[src/rtl/cpu_clk_sched.sv]
// cpu_clk_sched: run/stop/step scheduler producing a one-cycle processor clock enable.
// Latency: command at edge E0 -> first tick high in the cycle after edge E0+div_q.
// Backpressure: none; stop/cpu_halt override any tick due on the same edge.
module cpu_clk_sched #(
  parameter int CNT_W   = 32,
  parameter int DEF_DIV = 31250,
  parameter int BURST_W = 16
) (
  input  logic               clk,
  input  logic               rst,
  input  logic               start,
  input  logic               stop,
  input  logic               step,
  input  logic [BURST_W-1:0] burst_n,
  input  logic               div_load,
  input  logic [CNT_W-1:0]   div_val,
  input  logic               cpu_halt,
  output logic               tick,
  output logic               step_done,
  output logic               running,
  output logic [BURST_W-1:0] ticks_left
);

  typedef enum logic [1:0] {
    S_HALT = 2'd0,
    S_RUN  = 2'd1,
    S_STEP = 2'd2
  } state_t;

  localparam logic [CNT_W-1:0]   DEF_DIV_Q = CNT_W'(DEF_DIV);
  localparam logic [CNT_W-1:0]   CNT_ONE   = CNT_W'(1);
  localparam logic [BURST_W-1:0] BURST_ONE = BURST_W'(1);

  state_t             state;
  logic [CNT_W-1:0]   cnt;
  logic [CNT_W-1:0]   div_q;
  logic [BURST_W-1:0] remaining;
  logic [CNT_W-1:0]   div_m1;
  logic               terminal;
  logic               abort;
  logic [BURST_W-1:0] burst_eff;
  logic [CNT_W-1:0]   div_eff;

  // div_q is never zero, so div_q-1 cannot underflow
  assign div_m1    = div_q - CNT_ONE;
  assign terminal  = (cnt == div_m1);
  assign abort     = stop | cpu_halt;
  assign burst_eff = (burst_n == '0) ? BURST_ONE : burst_n;
  assign div_eff   = (div_val == '0) ? CNT_ONE : div_val;

  assign ticks_left = remaining;

  // Scheduler FSM: prescale counter, burst bookkeeping and registered outputs
  always_ff @(posedge clk) begin
    if (rst) begin
      state     <= S_HALT;
      cnt       <= '0;
      div_q     <= DEF_DIV_Q;
      remaining <= '0;
      tick      <= 1'b0;
      step_done <= 1'b0;
      running   <= 1'b0;
    end else begin
      tick      <= 1'b0;
      step_done <= 1'b0;
      case (state)
        S_HALT: begin
          cnt <= '0;
          if (div_load) div_q <= div_eff;
          // start takes priority over step when both arrive together
          if (start && !cpu_halt) begin
            state   <= S_RUN;
            running <= 1'b1;
          end else if (step && !cpu_halt) begin
            state     <= S_STEP;
            running   <= 1'b1;
            remaining <= burst_eff;
          end
        end
        S_RUN: begin
          if (abort) begin
            state   <= S_HALT;
            running <= 1'b0;
            cnt     <= '0;
          end else if (terminal) begin
            cnt  <= '0;
            tick <= 1'b1;
          end else begin
            cnt <= cnt + CNT_ONE;
          end
        end
        S_STEP: begin
          if (abort) begin
            // aborted burst: no final tick and no step_done
            state     <= S_HALT;
            running   <= 1'b0;
            cnt       <= '0;
            remaining <= '0;
          end else if (terminal) begin
            cnt       <= '0;
            tick      <= 1'b1;
            remaining <= remaining - BURST_ONE;
            if (remaining == BURST_ONE) begin
              step_done <= 1'b1;
              state     <= S_HALT;
              running   <= 1'b0;
            end
          end else begin
            cnt <= cnt + CNT_ONE;
          end
        end
        default: begin
          state   <= S_HALT;
          running <= 1'b0;
          cnt     <= '0;
        end
      endcase
    end
  end

endmodule
[config.mk]
export PLATFORM = sky130hd
export DESIGN_NAME = cpu_clk_sched
export DESIGN_NICKNAME = d
export VERILOG_FILES = /design/src/rtl/cpu_clk_sched.sv
export SDC_FILE = /design/constraint.sdc
export NUM_CORES = 1
export LEC_CHECK = 0
export ABC_AREA = 1
export CORE_MARGIN = 2
export CORE_UTILIZATION = 50
export CTS_CLUSTER_DIAMETER = 50
export DETAILED_ROUTE_END_ITERATION = 16
export DONT_BUFFER_PORTS = 1
export PLACE_DENSITY_LB_ADDON = 0.3
export SYNTH_ARGS = -nofsm -noshare
export SYNTH_HDL_FRONTEND = slang
export SYNTH_SLANG_ARGS = --single-unit
[constraint.sdc]
create_clock -name clk -period 5.65 [get_ports clk]
set_clock_uncertainty 0.1 [all_clocks]
set_input_delay 0.8475 -clock clk [delete_from_list [all_inputs] [get_ports clk]]
set_output_delay 0.8475 -clock clk [all_outputs]
set_load 0.005 [all_outputs]
==> run_summary.xml <==
<?xml version="1.0" encoding="UTF-8"?>
<metrics>
  <group name="global_route">
    <metric name="grt.total_usage" unit="%">25.79</metric>
    <metric name="first_global_vias" unit="">5638</metric>
    <metric name="wire_length_of_the_first_global_routing_pass" unit="um">25960</metric>
    <metric name="grt_start_max_net_pins" unit="">40</metric>
    <metric name="grt_overflow" unit="">0</metric>
    <metric name="number_of_antenna_violations_at_the_first_check_in_global_routing" unit="">0</metric>
  </group>
  <group name="synthesis">
    <metric name="synth.cell_area" unit="sq um">5768</metric>
    <metric name="area_share_of_the_leading_cell_type_in_the_synthesized_netlist" unit="%">29.50</metric>
    <metric name="ys_warn_count" unit="">0</metric>
    <metric name="synthesis.area_per_instance" unit="sq um">6.242</metric>
    <metric name="yosysTopAreaCell" unit="">sky130_fd_sc_hd__dfxtp_1</metric>
    <metric name="synth-seq-area-share" unit="%">29.50</metric>
    <metric name="synth_area_leaders" unit="">sky130_fd_sc_hd__dfxtp_1 (30%), sky130_fd_sc_hd__nand2_1 (16%), sky130_fd_sc_hd__nor2_1 (9.5%)</metric>
    <metric name="synth.ff_latch_count" unit="">85</metric>
    <metric name="synth_fp_nets" unit="">986</metric>
    <metric name="synth-async-reset-ratio" unit="%">0</metric>
    <metric name="postSynth.topFlopCell" unit="">sky130_fd_sc_hd__dfxtp_1</metric>
    <metric name="synth-edff-count" unit="">0</metric>
    <metric name="syn_inst" unit="">924</metric>
    <metric name="netlist-cell-type-count" unit="">43</metric>
  </group>
  <group name="final_layout">
    <metric name="drive_gt1_share" unit="%">5.550</metric>
    <metric name="mostFrequentLayoutCell" unit="">sky130_fd_sc_hd__nand2_1</metric>
    <metric name="layout.cells.most_common_list" unit="">sky130_fd_sc_hd__nand2_1 (242), sky130_fd_sc_hd__nor2_1 (146), sky130_fd_sc_hd__inv_1 (99)</metric>
    <metric name="area.growth.synth_to_final" unit="%">6.486</metric>
    <metric name="ant_diodes" unit="">0</metric>
    <metric name="final-seq-area" unit="sq um">1702</metric>
    <metric name="multi_input_comb_area" unit="sq um">3558</metric>
    <metric name="final_layout_net_count" unit="">976</metric>
    <metric name="finish.cell_count_without_fillers" unit="">1062</metric>
    <metric name="num-fill-cells" unit="">1200</metric>
    <metric name="final_cell_area" unit="sq um">6142</metric>
  </group>
  <group name="floorplanning">
    <metric name="die_h" unit="um">111.4</metric>
    <metric name="io_count" unit="">74</metric>
    <metric name="floorplan.die.width" unit="um">111.4</metric>
    <metric name="design.core.area" unit="sq um">11320</metric>
    <metric name="initial_util" unit="%">50.95</metric>
    <metric name="std_cell_rows" unit="">39</metric>
    <metric name="dieArea" unit="sq um">12410</metric>
  </group>
  <group name="worst_setup_path">
    <metric name="startpoint_type" unit="">register</metric>
    <metric name="setup.worst_path.end_class" unit="">register</metric>
    <metric name="timing.critical_path.required" unit="ns">5.74</metric>
    <metric name="reg2reg_slack" unit="ns">2.56</metric>
    <metric name="timing.setup.critical_path_class" unit="">register to register</metric>
    <metric name="critPathTopFamily" unit="">simple AND/OR/NAND/NOR gates</metric>
    <metric name="worst_ep_arrival_time" unit="ns">3.19</metric>
    <metric name="worstPathBufferInverterCount" unit="">1</metric>
    <metric name="worst_r2r_path_depth" unit="">15</metric>
    <metric name="crit-reg2reg-capture" unit="">cnt[28]</metric>
    <metric name="crit_path_top_delay_cell" unit="">sky130_fd_sc_hd__nand2_1</metric>
    <metric name="crit_chain" unit="">inv_1 -&gt; ha_1 -&gt; nand3_4 -&gt; nor2_4 -&gt; nand2_2 -&gt; nor2_1 -&gt; nand2_1 -&gt; nand3_1 -&gt; nand2_1 -&gt; nor2_1 -&gt; nand2_1 -&gt; nor2_1 -&gt; nand3_2 -&gt; nand2_1 -&gt; nor3_1</metric>
    <metric name="critPathMostFrequentCell" unit="">sky130_fd_sc_hd__nand2_1</metric>
    <metric name="critical-path-max-stage-delay" unit="ns">0.78</metric>
    <metric name="worst-path-max-fanout" unit="">32</metric>
    <metric name="crit-reg2reg-launch" unit="">div_q[1]</metric>
  </group>
  <group name="sta">
    <metric name="worst_slew_pin_slew" unit="ns">1.047</metric>
    <metric name="relSlewSlack" unit="%">30.00</metric>
    <metric name="timing_max_transition_violations_final" unit="">0</metric>
    <metric name="final.min_clock_period" unit="ns">3.094</metric>
    <metric name="period_share" unit="%">54.76</metric>
    <metric name="rsz_0062_raised_after_global_routing" unit="">no</metric>
    <metric name="setup_violations" unit="">0</metric>
    <metric name="max_freq" unit="MHz">323.2</metric>
    <metric name="totalNegativeSetupSlack" unit="ns">0</metric>
    <metric name="hold_violations" unit="">0</metric>
  </group>
  <group name="pwr">
    <metric name="worst_ir_drop_vdd" unit="uV">254.4</metric>
    <metric name="power.static_leakage" unit="nW">2.608</metric>
    <metric name="pwr_density_cell" unit="nW/um^2">295.9</metric>
  </group>
  <group name="drt">
    <metric name="routed_wirelength" unit="um">15210</metric>
    <metric name="routed-via-count" unit="">5745</metric>
    <metric name="antenna_nets_post_route" unit="">0</metric>
    <metric name="route.detailed.vias_per_inst" unit="">5.410</metric>
    <metric name="first_iteration_detailed_routing_drc_count" unit="">400</metric>
    <metric name="dr.pass1.iters" unit="">5</metric>
    <metric name="route.detailed.wl_per_inst" unit="um">14.33</metric>
    <metric name="drc" unit="">0</metric>
  </group>
  <group name="cts">
    <metric name="clockBufferDepth" unit="">2</metric>
    <metric name="clock-sinks" unit="">85</metric>
    <metric name="cts.root.buffer_cell" unit="">sky130_fd_sc_hd__clkbuf_16</metric>
    <metric name="cts_inserted_buffers" unit="">9</metric>
    <metric name="clkTransAtPathRegs" unit="ns">0.06</metric>
    <metric name="cts_hold_repair.buffers" unit="">0</metric>
    <metric name="cts_setup_buffers" unit="">0</metric>
    <metric name="post_cts.resized_instances" unit="">0</metric>
    <metric name="clock_tree.htree_level_count" unit="">3</metric>
    <metric name="tritoncts" unit="">built</metric>
    <metric name="insertion_delay" unit="ns">0.35</metric>
  </group>
  <group name="worst_hold_path">
    <metric name="worst_hold_path_type" unit="">register to register</metric>
    <metric name="worst_hold_path.num_cells" unit="">2</metric>
    <metric name="whs_endpoint" unit="">state[0]</metric>
    <metric name="timing.hold.worst.start" unit="">state[0]</metric>
  </group>
  <group name="placed_design">
    <metric name="place_congestion" unit="">0.9887</metric>
    <metric name="placed_cell_area" unit="sq um">5848</metric>
    <metric name="placedCellCount" unit="">1046</metric>
    <metric name="dp_hpwl" unit="um">12030</metric>
    <metric name="port-buffer-count" unit="">0</metric>
  </group>
  <group name="status">
    <metric name="status" unit="">complete, no violations</metric>
  </group>
  <group name="job">
    <metric name="timing.max_cap.violations" unit="">0</metric>
  </group>
</metrics>
## worst register-to-register path, delay by kind of cell, from the launching register on
kind                       cells  cell delay (ns)
adders and majority gates      1             0.26
buffers and inverters          1             0.12
DFF                            1             0.29
and+or+nand+nor               13             2.15
## Yosys cell counts (7+ instances only)
| cell | instances |
|---|---|
| sky130_fd_sc_hd__a21oi_1 | 45 |
| sky130_fd_sc_hd__nand3_1 | 68 |
| sky130_fd_sc_hd__inv_2 | 7 |
| sky130_fd_sc_hd__clkbuf_1 | 16 |
| sky130_fd_sc_hd__inv_1 | 99 |
| sky130_fd_sc_hd__nor3b_1 | 9 |
| sky130_fd_sc_hd__nor2_1 | 146 |
| sky130_fd_sc_hd__xnor2_1 | 14 |
| sky130_fd_sc_hd__o21ai_0 | 20 |
| sky130_fd_sc_hd__a211oi_1 | 14 |
| sky130_fd_sc_hd__xor2_1 | 23 |
| sky130_fd_sc_hd__nor3_1 | 21 |
| sky130_fd_sc_hd__dfxtp_1 | 85 |
| sky130_fd_sc_hd__ha_1 | 7 |
| sky130_fd_sc_hd__nand2_1 | 242 |
| sky130_fd_sc_hd__nand3b_1 | 7 |
| sky130_fd_sc_hd__nand4_1 | 19 |
| sky130_fd_sc_hd__nor4_1 | 17 |
## sequential cells by signal, summed over array words and instances, names as in the netlist
| name | cells |
|---|---|
| cnt | 32 |
| div_q | 32 |
| ticks_left | 16 |
| state | 2 |
| running | 1 |
| step_done | 1 |
| tick | 1 |
## through the flow
stage | setup slack, ns | power [mW] | utilization [%] | hold slack (ns)
after global placement | 2.544 | 1.230 | 51.66 | 0.3665
after CTS | 2.503 | 1.830 | 54.26 | 0.3857
after floorplan | 3.325 | 1.130 | - | 0.3364
after global routing | 2.155 | 1.946 | 54.26 | 0.4013
after detailed placement | 2.501 | 1.234 | 51.66 | 0.3745
final | 2.556 | 1.818 | 54.26 | 0.3822
## logic make-up (layout without fill, tap and decap cells)
| logic type | count (synthesis) | in the layout | share of synthesized area [%] |
|---|---|---|---|
| AO/OA/AOI/OAI | 106 | 106 | 10.82 |
| XOR/XNOR | 37 | 37 | 5.618 |
| adder cells (fa/ha/maj) | 7 | 7 | 1.518 |
| buffers and inverters | 129 | 124 | 8.915 |
| flip-flops | 85 | 85 | 29.50 |
| AND/OR/NAND/NOR | 560 | 560 | 43.62 |
## routing by layer
layer / GRT usage (%) / vias up / part of all wire, %
met5: 0 / - / 0
met2: 44.84 / 162 / 48
met3: 6.206 / 46 / 5.4
li1: - / 2989 / -
met4: 12.02 / 0 / 4.1
met1: 30.00 / 2548 / 43
## how the worst max path moves through the flow
stage,from,to,slack (ns),cells after the start
floorplan,div_q[1],ticks_left[11],3.32,18
global placement,div_q[1],cnt[28],2.54,15
detailed placement,div_q[1],cnt[28],2.50,15
CTS,div_q[1],cnt[28],2.50,15
global route,div_q[1],cnt[28],2.15,15
finish,div_q[1],cnt[28],2.56,15
## report_power, final
part	leakage (nW)	internal [mW]	switching, mW
Combinational	1.77	0.178	0.324
Clock	0.143	0.353	0.240
Sequential	0.694	0.651	0.0712
## cell type report
type	count	share of cell area (%)
multi-input combinational	710	57.93
sequential	85	27.70
inverter	107	6.539
clock buffer	12	4.013
tap	143	2.913
clock inverter	4	0.7741
timing repair buffer	1	0.1222
Note: power is estimated with default switching activity, not from simulation.
==> edit 1, RTL diff (same flow settings) <==
Reset style: asynchronous (`rst`), changed in one clocked block.
--- a/src/rtl/cpu_clk_sched.sv
+++ b/src/rtl/cpu_clk_sched.sv
@@ -51,7 +51,7 @@
   assign ticks_left = remaining;
 
   // Scheduler FSM: prescale counter, burst bookkeeping and registered outputs
-  always_ff @(posedge clk) begin
+  always_ff @(posedge clk or posedge rst) begin
     if (rst) begin
       state     <= S_HALT;
       cnt       <= '0;
Check against the original RTL: differs if rst is asserted again (counterexample within 4 cycles, from zero or initial values and one cycle with rst high); with rst held inactive, the same outputs for 4 cycles.
==> edit 1 against the original RTL <==
- via count is 1.8% higher
- largest cell class unchanged
- cell area increased by 9.7%
- area after synthesis grew 9.5%
- routed wire length increased by 10%
- setup slack improved by 0.087 ns
- sequential cell count did not move
Power is not compared: it rests on default switching activity, and its combinational part moved more than twofold at a synthesized area within 25%.
==> edit 1: results (changes against the original RTL) <==
Data arrival, critical path 3.20 ns (about the same); area occupied by registers 2140 um^2 (+26%); multiplexer share of the synthesized area 1.25% (+1.2 points); number of distinct library cells after synthesis 44 (+2.3%); transition at the pin with the smallest max-transition slack 1.02 ns (-0.0307 ns); largest net degree at the start of global routing 58 (+45%); R2R Path Start state[0]$_DFFE_PP0P_; worst hold path class input pin to async pin; end point of the critical path ticks_left[12]$_DFFE_PP0P_; number of cells after detailed placement 1066 (+1.9%); routed length on met1 7940 um (+23%); weighted congestion at the end of routability-driven global placement 0.952 (-3.7%); port bufs 0 (unchanged); result of the run completed; maximum cell stage delay along the critical path 0.92 ns (+0.14 ns); Top Layer Used met4; proportion of synthesized chip area in sequential cells 33.8% (+4.3 points); global routing usage on met3 4.05% (-2.2 points); Clock Latency Late Sink 0.36 ns; sequential cells 85 (unchanged); cell type of the slowest stage on the worst timing path sky130_fd_sc_hd__nor2_1; total met2 wirelength after detailed routing 7490 um (+2.5%); post-synthesis cell count 909 (-1.6%); Area after DPL 6460 um^2 (+10%); leakage power summed over all cells 3.14 nW; detailed route wirelength on metal3 951 um (+16%); leading cell types by count after synthesis sky130_fd_sc_hd__nand2_1, sky130_fd_sc_hd__inv_1, sky130_fd_sc_hd__nor2_1, sky130_fd_sc_hd__dfrtp_1, sky130_fd_sc_hd__nand3_1; number of DRC violations after detailed-routing iteration 0 460 (+15%); clock-pin transition on the worst setup and hold timing paths 0.07 ns; Die Wd 116 um (+4.5%); number of vias per cell after detailed routing 5.40 (-0.11%); fraction of layout cells with a size suffix above 1 10.2% (+4.7 points); number of global-route vias before repair 5411 (-4.0%); largest driver fanout on the critical path 18 (-44%); wire length of the first global-routing pass 27000 um (+3.9%); Inverters, non-clock 124 (+16%); routed vias 5847 (+1.8%); Ant. Diodes 0 (unchanged); total global routing track utilization 25.9% (+0.11 points); post-synthesis async set-or-reset flop share 100% (+100 points); # clk buffers 10 (-2); Compound-Gate Fraction of Synth Area 7.52% (-3.3 points); Final HPWL DP 13200 um (+9.5%); xor/xnor cell area share of the yosys netlist 6.65% (+1.0 points); filler instances 1241 (+3.4%); met2 Use GR 39.3% (-5.5 points); clk cell area share 4.11% (-0.68 points); largest cells by area after synthesis sky130_fd_sc_hd__dfrtp_1, sky130_fd_sc_hd__nand2_1, sky130_fd_sc_hd__inv_1, sky130_fd_sc_hd__nor2_1, sky130_fd_sc_hd__nand3_1; number of multi-input combinational cells 684 (-3.7%); post-synthesis share of cell area spent on full adders, half adders and majority gates 1.39% (-0.13 points); setup slack on the worst flop-to-flop path 2.64 ns (+0.09 ns); final hold slack 0.355 ns (-0.0275 ns); non-clock buffer share of cell area 0.111% (-0.011 points); wire length after detailed routing 16800 um (+10%); multi-input gate share of the layout cell area 53.9% (-4.0 points); synthesized netlist net count 971 (-1.5%); global-route track usage on met1 37.3% (+7.3 points); depth of the most critical reg-to-reg path 10 (-5)
-- edit 1: cell types whose count changed after synthesis, sizes merged, moves of 7 or more --
cell    delta
a211oi    -13
a21oi     -36
dfrtp     +78
dfstp      +7
dfxtp     -85
inv       +17
mux2       +7
nand4     +13
nor2      -24
nor3b      -8
o21ai     +24
xor2      +12
-- edit 1: per-stage QoR --
| stage | power [W] | util (%) | setup WS [ns] |
|---|---|---|---|
| after floorplan | 0.00216 | - | 2.52 |
| after global placement | 0.00246 | 51.8 | 2.59 |
| after detailed placement | 0.00248 | 51.8 | 2.49 |
| after CTS | 0.00305 | 54.0 | 2.69 |
| after global routing | 0.00332 | 54.0 | 2.30 |
| final | 0.00306 | 54.0 | 2.64 |
-- edit 1: power breakdown --
part,switching (W),leakage [nW],internal (W),total [W]
clock,0.000265,0.127,0.000302,0.000567
combinational,0.000918,1.92,0.000483,0.00140
sequential,0.000289,1.09,0.000803,0.00109
==> edit 2, RTL diff (config.mk and constraints unchanged) <==
Made on the original files. Set the parameter `BURST_W` to 12 (it was 16).
--- a/src/rtl/cpu_clk_sched.sv
+++ b/src/rtl/cpu_clk_sched.sv
@@ -4,7 +4,7 @@
 module cpu_clk_sched #(
   parameter int CNT_W   = 32,
   parameter int DEF_DIV = 31250,
-  parameter int BURST_W = 16
+  parameter int BURST_W = 12
 ) (
   input  logic               clk,
   input  logic               rst,
Ports: changed (resized burst_n and ticks_left); port bits go from 74 to 66. The function was not compared with the original's and may differ.
==> edit 2 against the original RTL <==
- area after synthesis fell by 7.0%
- setup slack worse by 0.14 ns
- final cell count decreased by 6.9%
- sequential cell count fell by 4
- first-iteration DRC count shrank 2.3%
- cell area fell by 7.7%
- total power shrank 14%
- routed wire length shrank 3.4%
- non-clock buffer count is 1 higher
- largest cell class unchanged
- highest routed layer unchanged
==> edit 2: results (changes against the original RTL) <==
sw power 0.000557 W (-12%); clock distribution power 0.000463 W (-22%); number of global-route vias before repair 4991 (-11%); result of the run completed; clock-pin transition on the worst setup and hold timing paths 0.08 ns (+0.02 ns); number of vias per cell after detailed routing 5.45 (+0.67%); detailed route wirelength on metal3 991 um (+21%); wire length after detailed routing 14700 um (-3.4%); largest net degree at the start of global routing 48 (+20%); depth of the most critical reg-to-reg path 14 (-1); number of distinct library cells after synthesis 46 (+7.0%); VDD IR-drop max 0.000197 V (-22%); largest cells by area after synthesis sky130_fd_sc_hd__dfxtp_1, sky130_fd_sc_hd__nand2_1, sky130_fd_sc_hd__nor2_1, sky130_fd_sc_hd__inv_1, sky130_fd_sc_hd__nand3_1; cell type of the slowest stage on the worst timing path sky130_fd_sc_hd__nand4_2; leading cell types by count after synthesis sky130_fd_sc_hd__nand2_1, sky130_fd_sc_hd__nor2_1, sky130_fd_sc_hd__inv_1, sky130_fd_sc_hd__dfxtp_1, sky130_fd_sc_hd__nand3_1; predominant post-synthesis flop cell sky130_fd_sc_hd__dfxtp_1; setup slack on the worst flop-to-flop path 2.42 ns (-0.14 ns); proportion of synthesized chip area in sequential cells 30.2% (+0.72 points); global routing usage on met3 5.21% (-1.0 points); first-pass detailed-route iteration total 8 (+3); global-route track usage on met1 36.4% (+6.4 points); Worst Hold Launch cnt[0]$_SDFF_PP0_; Final HPWL DP 11600 um (-3.3%); total met2 wirelength after detailed routing 6570 um (-10%); weighted congestion at the end of routability-driven global placement 0.981 (-0.76%); final hold slack 0.374 ns (-0.00858 ns); post-synthesis share of cell area spent on full adders, half adders and majority gates 1.63% (+0.11 points); number of cells on the worst hold path 1 (-1); wire length of the first global-routing pass 24000 um (-7.4%); portion of total power attributed to sequential cells 42.9% (+3.2 points); routed length on met1 6970 um (+7.5%); maximum cell stage delay along the critical path 0.67 ns (-0.11 ns); Clock Latency Late Sink 0.37 ns (+0.02 ns); total global routing track utilization 26.5% (+0.67 points); fraction of layout cells with a size suffix above 1 5.98% (+0.43 points); leakage power summed over all cells 2.24 nW (-14%); Data arrival, critical path 3.39 ns (+0.20 ns); endpoint of the worst-slack reg-to-reg timing path cnt[22]$_SDFF_PP0_
## edit 2: cell count changes after synthesis, moves of 8 or more
cell | unedited run | this run
sky130_fd_sc_hd__nand2_1 | 242 | 221
sky130_fd_sc_hd__nor2_1 | 146 | 129
sky130_fd_sc_hd__a21oi_1 | 45 | 35
sky130_fd_sc_hd__nor3_1 | 21 | 30
sky130_fd_sc_hd__nor3b_1 | 9 | 1
## edit 2: metrics by stage
stage / power [W] / instances / instance area, um^2
after detailed placement: 0.00111 / 974 / 5460
after CTS: 0.00157 / 989 / 5670
after global placement: 0.00111 / 974 / 5460
final: 0.00157 / 989 / 5670
after floorplan: 0.00102 / 855 / 5370
after global routing: 0.00166 / 989 / 5670
## edit 2: layout make-up
class / count / area (um^2)
Clock inverter: 5 / 81.3
Sequential cell: 81 / 1620
Fill cell: 1064 / 4700
Inverter: 100 / 375
Multi-Input combinational cell: 655 / 3280
Timing Repair Buffer: 2 / 15.0
Tap cell: 136 / 170
Clock buffer: 10 / 128
